==> config.mk <==
export PLATFORM = sky130hd
export DESIGN_NAME = ibuff_align
export DESIGN_NICKNAME = d
export VERILOG_FILES = /design/src/rtl/ibuff_align.sv
export SDC_FILE = /design/constraint.sdc
export NUM_CORES = 1
export LEC_CHECK = 0
export BUFFER_PORTS_ARGS = -buffer_cell sky130_fd_sc_hd__buf_4
export CAP_MARGIN = 5
export CORE_ASPECT_RATIO = 1.75
export CORE_MARGIN = 4
export CORE_UTILIZATION = 50
export CTS_CLUSTER_DIAMETER = 40
export DETAILED_ROUTE_END_ITERATION = 6
export HOLD_SLACK_MARGIN = 0.08
export PLACE_DENSITY = 0.73
export SETUP_SLACK_MARGIN = 0.3
export SLEW_MARGIN = 20
export SYNTH_ARGS = -nofsm -noshare
export SYNTH_HDL_FRONTEND = slang
export SYNTH_SLANG_ARGS = --single-unit
==> constraint.sdc <==
create_clock -name clk -period 4.23 [get_ports clk]
set_input_delay 0.423 -clock clk [delete_from_list [all_inputs] [get_ports clk]]
set_output_delay 0.423 -clock clk [all_outputs]
set_load 0.02 [all_outputs]
==> src/rtl/ibuff_align.sv <==
// ibuff_align: instruction buffer and aligner in front of predecode.
// Fetch words are queued as 16-bit halfwords in a circular FIFO, and one
// aligned instruction window is presented each cycle. The window is either
// {H1,H0} for a 32-bit instruction or {16'h0,H0} for a compressed one, so
// instructions that straddle fetch-word boundaries come out whole.
module ibuff_align #(
    parameter int XLEN     = 32,
    parameter int DEPTH_HW = 8
) (
    input  logic            clk,
    input  logic            rst,
    input  logic            fetch_valid,
    input  logic [XLEN-1:0] fetch_data,
    input  logic [XLEN-1:0] fetch_pc,
    output logic            fetch_ready,
    input  logic            flush,
    input  logic [XLEN-1:0] flush_pc,
    output logic [XLEN-1:0] IBuff_out,
    output logic [XLEN-1:0] out_pc,
    output logic            out_valid,
    input  logic            dec_ready
);

    localparam int PW = $clog2(DEPTH_HW);
    localparam int CW = PW + 1;
    // Highest occupancy that still leaves room for a full two-halfword push.
    localparam logic [CW-1:0] READY_MAX = CW'(DEPTH_HW - 2);

    logic [15:0]     mem [DEPTH_HW];
    logic [PW-1:0]   rd_ptr;
    logic [PW-1:0]   wr_ptr;
    logic [CW-1:0]   count;
    logic [XLEN-1:0] pc_q;

    logic [15:0]     h0;
    logic [15:0]     h1;
    logic            is32;
    logic            push;
    logic            pop;
    logic [CW-1:0]   push_amt;
    logic [CW-1:0]   pop_amt;
    logic [PW-1:0]   push_ptr_amt;
    logic [PW-1:0]   pop_ptr_amt;
    logic [XLEN-1:0] pc_step;

    // Only fetch_pc[1] selects the enqueue pattern; the rest of the PC is
    // tracked internally via out_pc, and flush_pc[0] is forced to zero.
    logic unused_pc_bits;
    assign unused_pc_bits = ^{fetch_pc[XLEN-1:2], fetch_pc[0], flush_pc[0]};

    // Head decode, handshakes and the output window, all from registered state.
    always_comb begin
        h0           = mem[rd_ptr];
        h1           = mem[rd_ptr + PW'(1)];
        is32         = (h0[1:0] == 2'b11);
        out_valid    = 1'b0;
        IBuff_out    = '0;
        fetch_ready  = (count <= READY_MAX);
        push_amt     = '0;
        pop_amt      = '0;
        push_ptr_amt = '0;
        pop_ptr_amt  = '0;
        pc_step      = '0;

        if (count >= CW'(2)) begin
            out_valid = 1'b1;
        end else if (count == CW'(1)) begin
            out_valid = !is32;
        end

        if (out_valid) begin
            if (is32) begin
                IBuff_out = {h1, h0};
            end else begin
                IBuff_out = {16'h0000, h0};
            end
        end

        push = fetch_valid && fetch_ready && !flush;
        pop  = out_valid && dec_ready && !flush;

        if (push) begin
            push_amt     = fetch_pc[1] ? CW'(1) : CW'(2);
            push_ptr_amt = fetch_pc[1] ? PW'(1) : PW'(2);
        end

        if (pop) begin
            pop_amt     = is32 ? CW'(2) : CW'(1);
            pop_ptr_amt = is32 ? PW'(2) : PW'(1);
            pc_step     = is32 ? XLEN'(4) : XLEN'(2);
        end
    end

    assign out_pc = pc_q;

    // Halfword storage; contents are never reset because out_valid masks them.
    always_ff @(posedge clk) begin
        if (push) begin
            if (fetch_pc[1]) begin
                mem[wr_ptr] <= fetch_data[31:16];
            end else begin
                mem[wr_ptr]          <= fetch_data[15:0];
                mem[wr_ptr + PW'(1)] <= fetch_data[31:16];
            end
        end
    end

    // Pointer, occupancy and PC tracking; reset beats flush, flush beats push/pop.
    always_ff @(posedge clk) begin
        if (rst) begin
            rd_ptr <= '0;
            wr_ptr <= '0;
            count  <= '0;
            pc_q   <= '0;
        end else if (flush) begin
            rd_ptr <= '0;
            wr_ptr <= '0;
            count  <= '0;
            pc_q   <= {flush_pc[XLEN-1:1], 1'b0};
        end else begin
            wr_ptr <= wr_ptr + push_ptr_amt;
            rd_ptr <= rd_ptr + pop_ptr_amt;
            count  <= count + push_amt - pop_amt;
            pc_q   <= pc_q + pc_step;
        end
    end

endmodule

==> results.toml, run 1 <==
[worst_setup_path]
cpMaxStageDelayCell = "xor2_1"
path_cells = "buf_4, buf_4, ha_2, xor2_1, buf_4, nand2_1, a21oi_1, buf_4"
path_buf_inv = 4
path_class = "register to output pin"
start_kind = "register"
arrival_ns = 3.30
crit_fanout = 38
crit_top_cell = "buf_4"
slowest_delay_ns = 0.59
crit_required_ns = 3.81
cp-end-kind = "output pin"
cp_top_family = "buffers and inverters"

[global_routing]
grt_usage_pct = 25.2
grtUsageMet1_pct = 30.3
grt_use_met2_pct = 44.3
grt_pass1_vias = 7522
antenna_found_initial = 0
grt_pass1_wl_um = 42900
grt.overflow.total = 0
met3_usage_pct = 3.69
grt_start_max_net_pins = 46
grt-busiest-layer = "met2"

[clock_tree]
cts_buffer_depth = 2
clkLatencyLatePin_ns = 0.43
cts.sinks = 169
cts_max_level = 4
cts_root_buf = "clkbuf_16"
cts_tree = "built"
path_clk_slew_ns = 0.06
cts_buffers = 17

[place]
post-place-ws_ns = 0.255
gp_congestion = 0.823
port-buffer-count = 133
dp.cells = 1137
placed_area_um2 = 11600
dp_hpwl_um = 18600

[routing]
vias_per_cell = 6.29
drcViolationCount = 0
vias = 7361
first_iter_violations = 565
wl_um = 27800
postRouteAntennaNets = 0
detail_route.first_pass.iterations = 5
wl_per_cell_um = 23.8

[sta]
fin_crit_ns = 3.73
slew_headroom_pct = 29.6
setup_violations = 0
worst_slack_ns = 0.502
fin_crit_sh_pct = 88.1
fin_tns_setup_ns = 0
skew_ns = 0.00763
fmax_mhz = 268
finalHoldViolations = 0
rsz0062_at_grt = "no"
slew_violations = 0
worst_pin_slew_ns = 1.05

[pwr]
leakage_nw = 4.41
powerDensity_nw_per_um2 = 344
worst_ir_drop_vdd_mv = 0.363

[floorplanning]
num_rows = 68
start_util_pct = 51.2
design.core.area_um2 = 19900
dieArea_um2 = 22800
pin_count = 167
die_h_um = 197
die_x_um = 116

[cells_and_area]
final_common_cell = "buf_4"
most-common-layout-cells = "buf_4 (167), mux2_2 (146), edfxtp_1 (128)"
final_area_um2 = 12200
antenna_cells = 0
area_growth_syn_to_layout_pct = 19.6
fin_cells = 1170
nets = 1032
drive_gt1_share_pct = 45.8

[yosys]
ys_async_sr_fraction_pct = 0
synth_ff_type = "edfxtp_1"
yosysSeqAreaShare_pct = 45.8
synth_fp_nets = 897
syn_avg_cell_area_um2 = 13.1
synth-edff-count = 128
syn_area_um2 = 10200
synth_seq_cells = 169
syn_inst = 779
synth_cell_types = 50
yosys_warnings = 0

[run]
cap_violations = 0

[outcome]
status = "completed"

[min_path]
worstHoldPathType = "input pin to register"
## path summary, 6_finish.rpt
path	from	to	slack (ns)	cells past startpoint
worst min-delay path	flush_pc[2]	out_pc[2]	0.24	3
worst max register to register	rd_ptr[0]	out_pc[31]	0.50	10
worst max-delay path	rd_ptr[0]	IBuff_out[28]	0.50	8
worst min register to register	out_pc[31]	out_pc[31]	0.52	2
## registers in the layout, summed over array words and instances (netlist names)
signal and flops:
mem 128, rd_ptr 3, count 4, wr_ptr 3, out_pc 31
## cell usage after synthesis (18+ instances only)
cell,number,area (um^2)
a21oi_1,25,125
clkbuf_1,27,101
dfxtp_1,41,821
edfxtp_1,128,3840
inv_1,19,71.3
mux2_2,146,1640
mux2i_1,18,180
mux4_2,64,1440
nand2_1,50,188
nor2_1,36,135
nor3_1,23,115
## cell type report
cell class	instances	area, um^2
sequential	169	4670
timing repair buffer	168	1270
clock buffer	20	437
multi-input combinational	537	5290
fill	1605	7720
clock inverter	10	129
tap	245	307
inverter	21	78.8
## power by group
| part | switching [W] | leakage, nW | internal (W) | total, W |
|---|---|---|---|---|
| registers | 0.0000486 | 1.50 | 0.00185 | 0.00190 |
| logic | 0.000401 | 2.64 | 0.000351 | 0.000752 |
| clock network | 0.000628 | 0.275 | 0.000915 | 0.00154 |
## metrics by stage
step                      power, W  hold slack (ns)  utilization, %
after CTS                  0.00421            0.222            61.1
after global routing       0.00434            0.244            61.2
after global placement     0.00267            0.496            58.2
after floorplan            0.00237            0.512               -
final                      0.00419            0.235            61.2
after detailed placement   0.00268            0.511            58.2
## cell families (layout without fill, tap and decap cells)
family                     after synthesis  after routing  synth area share, %
AOI/OAI and AO/OA                       87             87                 5.77
xor gates and xnor gates                17             17                 1.46
adders and majority gates               17             17                 2.46
buffers and inverters                   73            219                 2.86
DFF                                    169            169                 45.8
muxes                                  228            228                 32.0
other                                    1              1               0.0368
and+or+nand+nor                        187            187                 9.61
## worst min-delay path, delay by kind of cell
kind / cells / cell delay (ns)
buffers and inverters: 1 / 0.08
muxes: 1 / 0.05
and+or+nand+nor: 1 / 0.07
## per-layer routing
metal / vias up / wire length, um
met5: - / 0
met4: 0 / 980
met3: 69 / 1840
met2: 317 / 14900
met1: 3643 / 10100
li1: 3332 / -
## timing repair
item,in CTS,in global routing
setup endpoints to repair,1,7
gates resized for setup,1,1
buffers inserted,0,3
hold buffers,0,0
pin swaps,0,0
(Power assumes the default switching activity.)
==> inputs of run 2 (changes only) <==
--- a/config.mk
+++ b/config.mk
@@ -5,6 +5,7 @@
 export SDC_FILE = /design/constraint.sdc
 export NUM_CORES = 1
 export LEC_CHECK = 0
+export ABC_AREA = 1
 export BUFFER_PORTS_ARGS = -buffer_cell sky130_fd_sc_hd__buf_4
 export CAP_MARGIN = 5
 export CORE_ASPECT_RATIO = 1.75
==> run 2 against run 1 <==
Against the previous run:
- wire length increased by 24%
- clock power decreased by 3%
- synthesized area increased by 7.6%
- core utilization decreased by 2.1 points
- first-iteration DRC count increased by 46%
- sequential cell count unchanged
- largest cell class unchanged
- highest routed layer unchanged
==> results.toml, run 2 <==
[clock_tree]
cts.sinks = 169
cts_buffers = 17
post_cts_buffers = 0
cts_max_level = 4
clkLatencyLatePin_ns = 0.43
hold_buffers = 0
cts_buffer_depth = 2
cts_tree = "built"
cts_resized = 0
path_clk_slew_ns = 0.07
cts_root_buf = "clkbuf_16"

[global_routing]
grt.overflow.total = 0
antenna_found_initial = 2
grt_start_max_net_pins = 103
grtUsageMet1_pct = 32.8
grt_pass1_vias = 10200
grt_usage_pct = 28.3
grt-busiest-layer = "met2"
met3_usage_pct = 5.62
grt_pass1_wl_um = 53600
grt_use_met2_pct = 49.9

[pwr]
worst_ir_drop_vdd_mv = 0.217
powerDensity_nw_per_um2 = 323
leakage_nw = 5.63

[sta]
fmax_mhz = 300
fin_crit_sh_pct = 78.7
skew_ns = 0.0100
setup_violations = 0
worst_pin_slew_ns = 0.889
fin_tns_setup_ns = 0
slew_violations = 0
slew_headroom_pct = 40.6
finalHoldViolations = 0
fin_crit_ns = 3.33
rsz0062_at_grt = "no"

[cells_and_area]
final_common_cell = "nand2_1"
fillCellCount = 1938
nets = 1713
most-common-layout-cells = "nand2_1 (336), o21ai_0 (208), nand3_1 (185)"
largest_reg_flops = 128
drive_gt1_share_pct = 13.2
area_growth_syn_to_layout_pct = 16.3
final_area_um2 = 12800
largest_register = "mem"

[floorplanning]
num_rows = 71
start_util_pct = 50.8
design.core.area_um2 = 21600
pin_count = 167
dieArea_um2 = 24500
die_x_um = 120
die_h_um = 204

[worst_setup_path]
cpMaxStageDelayCell = "dfxtp_4"
crit_top_cell = "nand2_1"
cp-end-kind = "output pin"
slowest_delay_ns = 0.54
start_kind = "register"
path_cells = "inv_2, nand2_1, nand3_1, nand2_1, nand2_1, nand2_1, nand2_1, inv_1, nand2_1, nor2_1, buf_4"
ff2ff_setup_slack_ns = 0.91
crit_fanout = 30
path_buf_inv = 3
cp_top_family = "simple AND/OR/NAND/NOR gates"
arrival_ns = 2.91
path_class = "register to output pin"
crit_required_ns = 3.81

[yosys]
synth_top_area_share_pct = 35.0
synth_mux_area_share_pct = 2.37
synth-edff-count = 128
synth_compound_area_share_pct = 16.5
synth_most_common_cell = "nand2_1"
synth_fa_ha_area_share_pct = 2.28
synth_xor_area_share_pct = 1.12
synth_fp_nets = 1616
synth_cell_types = 37
synth_area_leaders = "edfxtp_1 (35%), nand2_1 (11%), o21ai_0 (9.8%)"
synth_commonest_cells = "nand2_1 (336), o21ai_0 (214), nand3_1 (185), inv_1 (154), edfxtp_1 (128)"
synth_top_family_by_area = "simple AND/OR/NAND/NOR gates"
syn_inst = 1498
yosysTopAreaCell = "edfxtp_1"
yosys_warnings = 0
yosysSeqAreaShare_pct = 42.5
ys_async_sr_fraction_pct = 0
syn_area_um2 = 11000
synth_ff_type = "edfxtp_1"
synth_seq_cells = 169
syn_avg_cell_area_um2 = 7.32
synth-simple-area-share_pct = 26.1

[place]
placed_area_um2 = 12200
dp_hpwl_um = 23200
port-buffer-count = 133
gp_congestion = 1.02

[routing]
vias = 10700
postRouteAntennaNets = 0
wl_um = 34400
vias_per_cell = 5.61
first_iter_violations = 824
wl_per_cell_um = 18.1
drcViolationCount = 0
detail_route.first_pass.iterations = 6

[min_path]
worstHoldPathType = "input pin to register"

[outcome]
status = "completed"

[run]
cap_violations = 0
## run 2: worst paths after layout
kind | from | end | cells after the start
min | flush_pc[12] | out_pc[12] | 3
min reg2reg | out_pc[31] | out_pc[31] | 4
max | rd_ptr[0] | IBuff_out[29] | 11
max reg2reg | rd_ptr[0] | out_pc[30] | 20
## run 2: routing by layer
layer | vias to the layer above | share of wire (%)
met5 | - | 0
met4 | 0 | 4.8
met3 | 92 | 8.2
met2 | 523 | 50
met1 | 4846 | 37
li1 | 5222 | -
## run 2: worst register-to-register path: cells and delay by family (launching register included)
kind / cells / cell delay, ns
and+or+nand+nor: 15 / 1.92
DFF: 1 / 0.44
adders and majority gates: 1 / 0.29
buffers and inverters: 4 / 0.55
## run 2: cell families after synthesis
| kind of cell | count (synthesis) |
|---|---|
| compound gates | 356 |
| buf+inv | 243 |
| flops | 169 |
| xor+xnor | 14 |
| fa+ha+maj | 17 |
| mux | 26 |
| other cells | 1 |
| simple gates | 672 |
## run 2: final cells by class
type,count,area (um^2),area share [%]
inverter,160,602,4.72
antenna,3,7.51,0.0588
sequential,169,4670,36.6
clock buffer,17,425,3.33
tap,292,365,2.86
clock inverter,15,128,1.00
multi-input combinational,1086,5330,41.8
timing repair buffer,161,1230,9.67
## run 2: power by group
group / switching (W) / total, W / internal (W)
combinational: 0.000460 / 0.000742 / 0.000283
sequential: 0.0000448 / 0.00189 / 0.00185
clock: 0.000676 / 0.00149 / 0.000810
total: 0.00118 / 0.00412 / 0.00294
## run 2: metrics by stage
stage          hold slack [ns]  setup slack (ns)  total power (W)  cells  utilization (%)
3_3_place_gp             0.548              1.02          0.00265   1867             56.4
6_report                 0.204             0.900          0.00412   1903             59.1
5_1_grt                  0.210             0.527          0.00430   1900             59.1
2_1_floorplan            0.539              1.17          0.00239   1498                -
4_1_cts                  0.199             0.840          0.00413   1899             59.0
3_5_place_dp             0.552             0.954          0.00267   1867             56.4
